<file path="config.mk">
export PLATFORM = sky130hd
export DESIGN_NAME = idu_decode
export DESIGN_NICKNAME = d
export VERILOG_FILES = /design/src/rtl/idu_decode.sv
export SDC_FILE = /design/constraint.sdc
export NUM_CORES = 1
export LEC_CHECK = 0
export ABC_AREA = 1
export CAP_MARGIN = 15
export CORE_MARGIN = 2
export CORE_UTILIZATION = 35
export CTS_BUF_LIST = sky130_fd_sc_hd__clkbuf_4 sky130_fd_sc_hd__clkbuf_8 sky130_fd_sc_hd__clkbuf_16
export CTS_CLUSTER_SIZE = 10
export DETAILED_ROUTE_END_ITERATION = 8
export GPL_TIMING_DRIVEN = 1
export PLACE_DENSITY = 0.63
export SYNTH_ARGS = -nofsm -noshare
export SYNTH_HDL_FRONTEND = slang
export SYNTH_SLANG_ARGS = --single-unit
</file>
<file path="constraint.sdc">
create_clock -name clk_i -period 1.71 [get_ports clk_i]
set_input_delay 0.2565 -clock clk_i [delete_from_list [all_inputs] [get_ports clk_i]]
set_output_delay 0.2565 -clock clk_i [all_outputs]
set_load 0.01 [all_outputs]
</file>
<file path="src/rtl/idu_decode.sv">
// RV64I decode stage: registered decode output behind a 2-entry skid buffer.
// Optional IDU_PERF_EN adds issued/stall performance counters.
module idu_decode #(
    parameter int DATA_WIDTH = 64,
    parameter int INST_WIDTH = 32
) (
    input  logic                  clk_i,
    input  logic                  rst_i,
    input  logic                  flush_i,
    input  logic                  in_valid_i,
    output logic                  in_ready_o,
    input  logic [INST_WIDTH-1:0] inst_i,
    input  logic [DATA_WIDTH-1:0] pc_i,
    output logic                  out_valid_o,
    input  logic                  out_ready_i,
    output logic                  ers1_o,
    output logic                  ers2_o,
    output logic [2:0]            specinst_o,
    output logic [DATA_WIDTH-1:0] imme_o,
    output logic [DATA_WIDTH-1:0] pc_o,
    output logic [4:0]            rs1_idx_o,
    output logic [4:0]            rs2_idx_o,
    output logic [4:0]            rd_idx_o,
    output logic                  rd_we_o,
    output logic [3:0]            alu_op_o,
    output logic                  is_word_o,
    output logic                  illegal_o
`ifdef IDU_PERF_EN
    ,
    output logic [63:0]           issued_cnt_o,
    output logic [63:0]           stall_cnt_o
`endif
);

    localparam logic [6:0] OPC_OP       = 7'b0110011;
    localparam logic [6:0] OPC_OP_IMM   = 7'b0010011;
    localparam logic [6:0] OPC_LOAD     = 7'b0000011;
    localparam logic [6:0] OPC_STORE    = 7'b0100011;
    localparam logic [6:0] OPC_BRANCH   = 7'b1100011;
    localparam logic [6:0] OPC_LUI      = 7'b0110111;
    localparam logic [6:0] OPC_AUIPC    = 7'b0010111;
    localparam logic [6:0] OPC_JAL      = 7'b1101111;
    localparam logic [6:0] OPC_JALR     = 7'b1100111;
    localparam logic [6:0] OPC_OP_32    = 7'b0111011;
    localparam logic [6:0] OPC_OP_IMM32 = 7'b0011011;

    typedef struct packed {
        logic                  ers1;
        logic                  ers2;
        logic [2:0]            specinst;
        logic [DATA_WIDTH-1:0] imme;
        logic [DATA_WIDTH-1:0] pc;
        logic [4:0]            rs1_idx;
        logic [4:0]            rs2_idx;
        logic [4:0]            rd_idx;
        logic                  rd_we;
        logic [3:0]            alu_op;
        logic                  is_word;
        logic                  illegal;
    } bundle_t;

    // state: EMPTY no bundle | ONE output reg valid | TWO output reg + skid valid
    typedef enum logic [1:0] {
        ST_EMPTY,
        ST_ONE,
        ST_TWO
    } state_t;

    state_t  state_q, state_d;
    bundle_t out_q, out_d;
    bundle_t skid_q, skid_d;
    bundle_t dec;

    logic [6:0]            opcode;
    logic [2:0]            funct3;
    logic                  writes_rd;
    logic [DATA_WIDTH-1:0] imm_i, imm_s, imm_b, imm_u, imm_j;
    logic                  do_in, do_out;

    assign opcode = inst_i[6:0];
    assign funct3 = inst_i[14:12];

    assign imm_i = {{(DATA_WIDTH-12){inst_i[31]}}, inst_i[31:20]};
    assign imm_s = {{(DATA_WIDTH-12){inst_i[31]}}, inst_i[31:25], inst_i[11:7]};
    assign imm_b = {{(DATA_WIDTH-13){inst_i[31]}}, inst_i[31], inst_i[7],
                    inst_i[30:25], inst_i[11:8], 1'b0};
    assign imm_u = {{(DATA_WIDTH-32){inst_i[31]}}, inst_i[31:12], 12'b0};
    assign imm_j = {{(DATA_WIDTH-21){inst_i[31]}}, inst_i[31], inst_i[19:12],
                    inst_i[20], inst_i[30:21], 1'b0};

    always_comb begin
        dec         = '0;
        writes_rd   = 1'b0;
        dec.pc      = pc_i;
        dec.rs1_idx = inst_i[19:15];
        dec.rs2_idx = inst_i[24:20];
        dec.rd_idx  = inst_i[11:7];
        dec.alu_op  = {1'b0, funct3};
        case (opcode)
            OPC_OP, OPC_OP_32: begin
                dec.ers1      = 1'b1;
                dec.ers2      = 1'b1;
                dec.alu_op[3] = inst_i[30];
                dec.is_word   = (opcode == OPC_OP_32);
                writes_rd     = 1'b1;
            end
            OPC_OP_IMM, OPC_OP_IMM32: begin
                dec.ers1    = 1'b1;
                dec.imme    = imm_i;
                dec.is_word = (opcode == OPC_OP_IMM32);
                writes_rd   = 1'b1;
                // only shifts carry an arithmetic/logical select in funct7[5]
                if (funct3 == 3'b001 || funct3 == 3'b101) begin
                    dec.alu_op[3] = inst_i[30];
                end
            end
            OPC_LOAD: begin
                dec.ers1  = 1'b1;
                dec.imme  = imm_i;
                writes_rd = 1'b1;
            end
            OPC_STORE: begin
                dec.ers1     = 1'b1;
                dec.ers2     = 1'b1;
                dec.specinst = 3'd5;
                dec.imme     = imm_s;
            end
            OPC_BRANCH: begin
                dec.ers1 = 1'b1;
                dec.ers2 = 1'b1;
                dec.imme = imm_b;
            end
            OPC_LUI: begin
                dec.specinst = 3'd4;
                dec.imme     = imm_u;
                writes_rd    = 1'b1;
            end
            OPC_AUIPC: begin
                dec.specinst = 3'd3;
                dec.imme     = imm_u;
                writes_rd    = 1'b1;
            end
            OPC_JAL: begin
                dec.specinst = 3'd1;
                dec.imme     = imm_j;
                writes_rd    = 1'b1;
            end
            OPC_JALR: begin
                dec.ers1     = 1'b1;
                dec.specinst = 3'd2;
                dec.imme     = imm_i;
                writes_rd    = 1'b1;
            end
            default: begin
                dec.illegal = 1'b1;
                dec.alu_op  = '0;
            end
        endcase
        dec.rd_we = writes_rd && (dec.rd_idx != 5'd0);
    end

    assign in_ready_o  = (state_q != ST_TWO);
    assign out_valid_o = (state_q != ST_EMPTY);
    assign do_in       = in_valid_i && in_ready_o;
    assign do_out      = out_valid_o && out_ready_i;

    always_comb begin
        state_d = state_q;
        out_d   = out_q;
        skid_d  = skid_q;
        if (flush_i) begin
            state_d = ST_EMPTY;
        end else begin
            case (state_q)
                ST_EMPTY: begin
                    if (do_in) begin
                        out_d   = dec;
                        state_d = ST_ONE;
                    end
                end
                ST_ONE: begin
                    if (do_in && do_out) begin
                        out_d = dec;
                    end else if (do_in) begin
                        skid_d  = dec;
                        state_d = ST_TWO;
                    end else if (do_out) begin
                        state_d = ST_EMPTY;
                    end
                end
                ST_TWO: begin
                    if (do_out) begin
                        out_d   = skid_q;
                        state_d = ST_ONE;
                    end
                end
                default: state_d = ST_EMPTY;
            endcase
        end
    end

    always_ff @(posedge clk_i) begin
        if (rst_i) begin
            state_q <= ST_EMPTY;
            out_q   <= '0;
            skid_q  <= '0;
        end else begin
            state_q <= state_d;
            out_q   <= out_d;
            skid_q  <= skid_d;
        end
    end

    assign ers1_o     = out_q.ers1;
    assign ers2_o     = out_q.ers2;
    assign specinst_o = out_q.specinst;
    assign imme_o     = out_q.imme;
    assign pc_o       = out_q.pc;
    assign rs1_idx_o  = out_q.rs1_idx;
    assign rs2_idx_o  = out_q.rs2_idx;
    assign rd_idx_o   = out_q.rd_idx;
    assign rd_we_o    = out_q.rd_we;
    assign alu_op_o   = out_q.alu_op;
    assign is_word_o  = out_q.is_word;
    assign illegal_o  = out_q.illegal;

`ifdef IDU_PERF_EN
    logic [63:0] issued_cnt_q, issued_cnt_d;
    logic [63:0] stall_cnt_q, stall_cnt_d;

    // flush does not clear the counters; only reset does
    always_comb begin
        issued_cnt_d = issued_cnt_q;
        stall_cnt_d  = stall_cnt_q;
        if (do_out) begin
            issued_cnt_d = issued_cnt_q + 64'd1;
        end
        if (out_valid_o && !out_ready_i) begin
            stall_cnt_d = stall_cnt_q + 64'd1;
        end
    end

    always_ff @(posedge clk_i) begin
        if (rst_i) begin
            issued_cnt_q <= '0;
            stall_cnt_q  <= '0;
        end else begin
            issued_cnt_q <= issued_cnt_d;
            stall_cnt_q  <= stall_cnt_d;
        end
    end

    assign issued_cnt_o = issued_cnt_q;
    assign stall_cnt_o  = stall_cnt_q;
`endif

endmodule

</file>
Word-level counts from Yosys, hierarchy flattened
Cells that the tools add are included.
{"block": "word_totals", "register_bits": 312, "in_bits": 101, "out_inout_bits": 157, "wordCells": 89}
{"block": "classes", "n_eq_ne": 21, "n_mux": 20, "bitwise_logic": 2, "reduce_logical": 21}
{"operator": "$mux 155", "n": 3}
{"operator": "$pmux 155 s3", "n": 1}
{"operator": "$pmux 64 s5", "n": 1}
{"operator": "$eq 7x6->1 const B", "n": 4}
{"operator": "$eq 7x5->1 const B", "n": 3}
{"operator": "$eq 7x7->1 const B", "n": 3}
{"operator": "$pmux 3 s5", "n": 1}
{"operator": "$reduce_or 11->1", "n": 1}
{"operator": "$mux 2", "n": 5}
{"operator": "$ne 2x2->1 const B", "n": 5}
{"operator": "$reduce_or 9->1", "n": 1}
{"operator": "$reduce_and 4->1", "n": 2}
{"operator": "$reduce_or 2->1", "n": 4}
{"operator": "$reduce_or 4->1", "n": 2}
{"operator": "$reduce_or 8->1", "n": 1}
{"operator": "$eq 7x2->1 const B", "n": 1}
{"operator": "$pmux 2 s3", "n": 1}
{"operator": "$mux 1", "n": 5}
{"operator": "$reduce_and 5->1", "n": 1}
{"operator": "$reduce_bool 5->1", "n": 1}
{"operator": "$logic_and 1x1->1", "n": 4}
{"operator": "$pmux 1 s2", "n": 2}
{"operator": "$eq 3x1->1 const B", "n": 1}
{"operator": "$eq 3x3->1 const B", "n": 1}
{"operator": "other kinds (9)", "n": 10}

Logic depth before layout (Yosys ltp)
Gate-level depths: netlist of the first run.
{"block": "logic_depth", "word_depth": 6, "mapped_depth": 11}

Least setup slack after synthesis of the first run
No wires, ideal clock.
{"block": "synth_path", "kind": "register to register", "start": "register state_q[1]", "end": "register skid_q[115] (netlist name)", "arrival_time_ns": 1.402, "t_required_ns": 1.597, "path_slack_ns": 0.195, "stages_incl_launch_ff": 12, "path_buffers": 2, "period_less_slack_ns": 1.515, "cell_sequence": "dfxtp_1 > inv_2 > nor2_4 > nor2_1 > nand2_1 > nand2_1 > nor2_4 > inv_4 > buf_6 > buf_2 > o21ai_1 > inv_1"}
{"block": "synth_between", "elab_chain_cells": 5}
{"element": "start: declaration", "line": "69", "source": "state_t state_q, state_d;"}
{"element": "start signal: assignment", "line": "208", "source": "state_q <= state_d;"}
{"element": "$ne 2x2->1 or $reduce_bool 2->1 (tied branches)", "line": "162, 163"}
{"element": "$logic_and 1x1->1, on equally long branches", "line": "164, 165"}
{"element": "$logic_and 1x1->1", "line": "182", "source": "if (do_in && do_out) begin"}
{"element": "$not 1->1 (no source line)"}
{"element": "$reduce_and 4->1 (no source line) *"}
{"element": "end signal: assignment", "line": "210", "source": "skid_q <= skid_d;"}
{"element": "end: declaration", "line": "71", "source": "bundle_t skid_q, skid_d;"}
Every way passes the cells marked *; elsewhere a longest branch is shown, timed or not.
A chain may end at the register's enable or synchronous reset.

Final worst setup path of the first run
{"block": "layout_path", "start": "register out_q, in the netlist imme_o[13]", "end": "output imme_o[13]"}
{"element": "start: declaration", "line": "70", "source": "bundle_t out_q, out_d;"}
{"element": "start signal: assignment", "line": "209", "source": "out_q <= out_d;"}
{"element": "end: declaration", "line": "19", "source": "output logic [DATA_WIDTH-1:0] imme_o,"}
No word-level cell between the ends.

==> results of run 1 <==
-- metrics by stage --
stage,power (uW),TNS (ns),setup slack [ns],instances,utilization
floorplan,7130,0,0.195,1449,-
global placement,8160,-26.13,-0.238,2036,0.465
detailed placement,8180,-28.81,-0.240,2036,0.465
CTS,13600,0,0.00151,2076,0.489
global route,14000,-2.13,-0.0703,2084,0.500
finish,13400,0,0.0217,2084,0.500
-- layout make-up --
class / instances / area, um2
Clock buffer: 37 / 792
Timing Repair Buffer: 351 / 3670
Tap cell: 390 / 488
Multi-Input combinational cell: 937 / 4430
Clock inverter: 1 / 5.00
Fill cell: 2914 / 14800
Sequential cell: 248 / 4970
Inverter: 120 / 470
-- cells in the final DEF, fill, tap and decap left out, types with 3 or more instances in the layout --
master / count
dlymetal6s2s_1: 34
buf_4: 64
nand3_1: 56
a21oi_1: 160
nor2_1: 108
nand2_2: 3
dfxtp_1: 246
buf_12: 21
clkdlybuf4s50_1: 145
nor2_2: 3
nand2_1: 263
o21ai_2: 12
o21ai_0: 97
a31oi_1: 84
inv_1: 114
dlygate4sd2_1: 76
clkbuf_4: 7
o21ai_1: 140
clkbuf_16: 34
-- worst register-to-register path, cell delays in order (launching register included) --
cell	delay (ns)
dfxtp_2	0.36
inv_2	0.07
nor2_4	0.14
nor2_1	0.08
nand2_1	0.06
nand2_1	0.07
nor2_4	0.18
buf_12	0.14
inv_8	0.05
buf_12	0.17
o21ai_1	0.17
a21oi_1	0.06
-- routing by layer --
layer,up-vias,wire length [um],GRT usage
li1,5267,-,-
met1,4890,15000,0.279
met2,373,15400,0.323
met3,55,2780,0.0467
met4,0,928,0.0591
met5,-,0,0
-- power by group --
part	internal [uW]	switching [uW]	total, uW	leakage, uW
clock network	3170	2260	5440	0.000401
logic	893	913	1810	0.00451
registers	6050	147	6200	0.00203
total	10100	3320	13400	0.00693
-- cell families (layout without fill, tap and decap cells) --
kind of cell,Yosys count,after routing,synth area share
AO/OA/AOI/OAI,495,495,0.246
XOR/XNOR,1,1,0.000830
flip-flops,248,248,0.470
buffers and inverters,264,509,0.114
AND/OR/NAND/NOR,441,441,0.168
-- path summary, 6_finish.rpt --
check                                              from                      end  slack, ns  depth (start not counted)
worst max-delay path            imme_o[13]$_SDFFE_PP0P_               imme_o[13]       0.02                          1
worst min-delay path                            pc_i[2]     pc_o[2]$_SDFFE_PP0P_       0.32                          3
worst max register to register  state_q[1]$_SDFFE_PP0P_  skid_q[81]$_SDFFE_PP0P_       0.03                         11
worst min register to register  skid_q[67]$_SDFFE_PP0P_  skid_q[67]$_SDFFE_PP0P_       0.44                          2
-- registers in the layout (all words and copies together), names as in the netlist --
register    cells
ers2_o          1
rs2_idx_o       5
rd_idx_o        5
ers1_o          1
specinst_o      3
skid_q        123
pc_o           64
rd_we_o         1
illegal_o       1
state_q         2
rs1_idx_o       5
imme_o         32
alu_op_o        4
is_word_o       1
-- timing repair --
item,4_1_cts,5_1_grt
cloned,0,5
endpoints found under the setup margin,124,158
setup buffers,2,3
hold buffers,0,0
pin swaps,2,2
gates resized for setup,87,119
==> flow_metrics.env, run 1 <==
export IMPL_route_vias_total=10585
export IMPL_min_period_ns=1.69
export IMPL_core_area_um2=29600
export IMPL_synth_seq_area_share=0.470
export IMPL_fin_crit_sh=0.987
export IMPL_root_buffer="clkbuf_16"
export IMPL_wl_per_cell_um=16.4
export IMPL_synth_top_area_frac=0.470
export IMPL_grt_start_max_net_pins=87
export IMPL_cp_slowest_cell="clkdlybuf4s50_1"
export IMPL_firstDrtPassIters=7
export IMPL_fmax_ghz=0.592
export IMPL_setup_viol=0
export IMPL_cts_sinks=248
export IMPL_path_cells="clkdlybuf4s50_1"
export IMPL_end_kind="primary output"
export IMPL_yosys_warnings=0
export IMPL_cts_tree="done"
export IMPL_hp_class="in2reg"
export IMPL_htreeDepth=1
export IMPL_worstMarginPinSlew_ns=0.457
export IMPL_skew_ns=0.0167
export IMPL_grt_pass1_vias=9797
export IMPL_clk_pin_slew_worst_paths_ns=0.06
export IMPL_initial_core_util=0.356
export IMPL_status="finished clean"
export IMPL_cp_buffers_inverters=1
export IMPL_final_hold_viol_count=0
export IMPL_avgSynthCellArea_um2=7.29
export IMPL_relSlewSlack=0.695
export IMPL_syn2layout_area_growth_pct=40.4
export IMPL_start_kind="flop"
export IMPL_arrival_ns=1.43
export IMPL_hold_slack_ns=0.323
export IMPL_synth_commonest_cells="nand2_1 (263), dfxtp_1 (248), o21ai_0 (163)"
export IMPL_overflow=0
export IMPL_ant_nets=0
export IMPL_synth_main_ff_cell="dfxtp_1"
export IMPL_design_area_um2=14800
export IMPL_peakVddDrop_mv=0.608
export IMPL_die_w_um=178
export IMPL_place_congestion=0.987
export IMPL_synthCells=1449
export IMPL_hpwl_um=21800
export IMPL_rsz0062_at_grt="true"
export IMPL_via_per_inst=5.08
export IMPL_synth_most_common_cell="nand2_1"
export IMPL_layout_nets=1788
export IMPL_dpl_cell_area_um2=13800
export IMPL_syn_num_nets=1550
export IMPL_crit_fanout=2
export IMPL_synthArstFlopShare=0
export IMPL_ys_types=25
export IMPL_cp_top_family="buffers and inverters"
export IMPL_synth_edf_count=0
export IMPL_yosys_top_cells_area="dfxtp_1 (47%), nand2_1 (9.4%), o21ai_0 (7.7%), a21oi_1 (7.6%), a31oi_1 (5.0%)"
export IMPL_wirelength_um=34100
export IMPL_port_buffers=257
export IMPL_maxSlewViolCount=0
export IMPL_drive_above_1_share=0.0968
export IMPL_p_per_area_nw_per_um2=907
export IMPL_drt_iter0_drc=767
export IMPL_synth_seq_cells=248
export IMPL_antenna_cells=0
export IMPL_io_pins=258
export IMPL_die_y_um=178
export IMPL_drcViolationCount=0
export IMPL_required_ns=1.45
export IMPL_cts_buffers=29
export IMPL_antenna_found_initial=0
export IMPL_grt_pass1_wl_um=52500
export IMPL_clockBufferDepth=3
export IMPL_critPathMaxStageDelay_ns=0.55
export IMPL_worstSkewPairLatency_ns=0.54
export IMPL_grt_usage=0.204
export IMPL_p_leak_uw=0.00693
export IMPL_drv_cap=0
export IMPL_num_rows=63
export IMPL_die_area_um2=31600
export IMPL_path_class="reg2out"
export IMPL_yosysTopAreaCell="dfxtp_1"
export IMPL_syn_area_um2=10600
(Power assumes the default switching activity.)
==> run 2, diff against run 1 <==
==> constraint.sdc (replaced) <==
create_clock -name clk_i -period 1.7 [get_ports clk_i]
set_input_delay 0.255 -clock clk_i [delete_from_list [all_inputs] [get_ports clk_i]]
set_output_delay 0.255 -clock clk_i [all_outputs]
set_load 0.01 [all_outputs]
==> flow_metrics.env, run 2 (synthesis gave the netlist of run 1 again) <==
export IMPL_end_kind="flop"
export IMPL_cts_sinks=248
export IMPL_min_period_ns=1.70
export IMPL_fill_cells=2844
export IMPL_p_comb_frac=0.134
export IMPL_num_rows=63
export IMPL_via_per_inst=5.14
export IMPL_drt_iter0_drc=812
export IMPL_cts_tree="done"
export IMPL_io_pins=258
export IMPL_clk_pin_slew_worst_paths_ns=0.06
export IMPL_die_y_um=178
export IMPL_die_w_um=178
export IMPL_layout_common_cells="nand2_1 (261), dfxtp_1 (245), a21oi_1 (126), dlygate4sd2_1 (121), inv_1 (114)"
export IMPL_rsz0062_at_grt="true"
export IMPL_layout_nets=1810
export IMPL_core_area_um2=29600
export IMPL_place_congestion=0.979
export IMPL_internal_power_uw=10600
export IMPL_regMostFlops="skid_q"
export IMPL_port_buffers=257
export IMPL_grt_start_max_net_pins=91
export IMPL_peakVddDrop_mv=0.697
export IMPL_grt_usage=0.216
export IMPL_die_area_um2=31600
export IMPL_p_per_area_nw_per_um2=895
export IMPL_crit_fanout=7
export IMPL_firstDrtPassIters=5
export IMPL_syn2layout_area_growth_pct=49.7
export IMPL_final_hold_viol_count=0
export IMPL_fin_crit_sh=1.00
export IMPL_clock_power_share=0.425
export IMPL_clockBufferDepth=3
export IMPL_hpwl_um=21700
export IMPL_start_kind="flop"
export IMPL_wirelength_um=37100
export IMPL_rr_worst_depth=13
export IMPL_htreeDepth=1
export IMPL_skew_ns=0.0116
export IMPL_p_leak_uw=0.00742
export IMPL_cts_buffers=30
export IMPL_final_core_util=0.533
export IMPL_route_vias_total=10846
export IMPL_path_class="reg2reg"
export IMPL_switching_share=0.250
export IMPL_status="finished clean"
export IMPL_hold_slack_ns=0.303
export IMPL_grt_pass1_vias=9805
export IMPL_relSlewSlack=0.712
export IMPL_drv_cap=0
export IMPL_wl_per_cell_um=17.6
export IMPL_worstSkewPairLatency_ns=0.55
export IMPL_arrival_ns=2.14
export IMPL_setup_viol=0
export IMPL_min_path_cells=3
export IMPL_seqPwrFrac=0.441
export IMPL_power_switching_uw=3540
export IMPL_grt_pass1_wl_um=54400
export IMPL_required_ns=2.14
export IMPL_antenna_cells=0
export IMPL_hp_class="in2reg"
export IMPL_largest_reg_flops=123
export IMPL_layout_commonest_cell="nand2_1"
export IMPL_worstMarginPinSlew_ns=0.432
export IMPL_drcViolationCount=0
export IMPL_fmax_ghz=0.588
export IMPL_overflow=0
export IMPL_initial_core_util=0.356
export IMPL_root_buffer="clkbuf_16"
export IMPL_drive_above_1_share=0.167
export IMPL_antenna_found_initial=0
export IMPL_ant_nets=0
export IMPL_maxSlewViolCount=0
-- run 2: layout make-up --
type	count	area, um2	share of cell area
flip-flops and latches	248	4970	0.315
multi-input cells	937	4850	0.307
repair buffers	371	4100	0.259
clock buffers	39	861	0.0545
well taps	390	488	0.0309
inverters	120	480	0.0304
clock inverters	3	40.0	0.00253
repair inverters	1	16.3	0.00103
-- run 2: worst paths after layout --
check	startpoint	slack, ns	to
setup / recovery	state_q[1]$_SDFFE_PP0P_	0.0004	skid_q[45]$_SDFFE_PP0P_
hold reg to reg	skid_q[27]$_SDFFE_PP0P_	0.44	skid_q[27]$_SDFFE_PP0P_
hold / removal	pc_i[10]	0.30	pc_o[10]$_SDFFE_PP0P_
setup reg to reg	state_q[1]$_SDFFE_PP0P_	0.0004	skid_q[45]$_SDFFE_PP0P_
-- run 2: metal layers --
layer | up-vias | routed length, um | track usage
li1 | 5327 | - | -
met1 | 5093 | 16200 | 0.292
met2 | 367 | 17300 | 0.345
met3 | 59 | 2700 | 0.0478
met4 | 0 | 874 | 0.0649
met5 | - | 0 | 0
-- run 2: metrics by stage --
stage | instance area (um2) | TNS [ns] | power [uW] | std cells | setup WS [ns]
global route | 15800 | -2.84 | 14700 | 2109 | -0.123
global placement | 13700 | -32.28 | 8190 | 2031 | -0.252
floorplan | 10600 | 0 | 7170 | 1449 | 0.185
CTS | 15000 | -0.166 | 14100 | 2097 | -0.0256
detailed placement | 13700 | -35.27 | 8200 | 2031 | -0.245
finish | 15800 | 0 | 14100 | 2109 | 0.000416
-- run 2: critical path, stage by stage, from the launching register on --
cell	delay, ns
dfxtp_4	0.38
inv_4	0.05
nor2_4	0.09
buf_6	0.11
nor2_4	0.03
nand2_2	0.05
nand2_2	0.06
nor2_4	0.12
buf_6	0.13
buf_6	0.13
inv_12	0.07
buf_12	0.14
o21ai_1	0.17
a21oi_1	0.06
-- run 2: what timing repair did --
| item | in CTS | in global routing |
|---|---|---|
| gates cloned | 11 | 11 |
| pin swaps | 5 | 21 |
| resized for setup | 199 | 211 |
| hold buffers | 0 | 0 |
| endpoints found under the setup margin | 177 | 265 |
| buffers inserted | 14 | 4 |
-- run 2: power groups by stage --
stage	Combinational [uW]	Clock (uW)	Sequential, uW
after global routing	2060	6360	6270
after floorplan	732	0	6440
after CTS	1790	6100	6240
final	1900	6010	6240
after detailed placement	1840	0	6370
after global placement	1830	0	6360
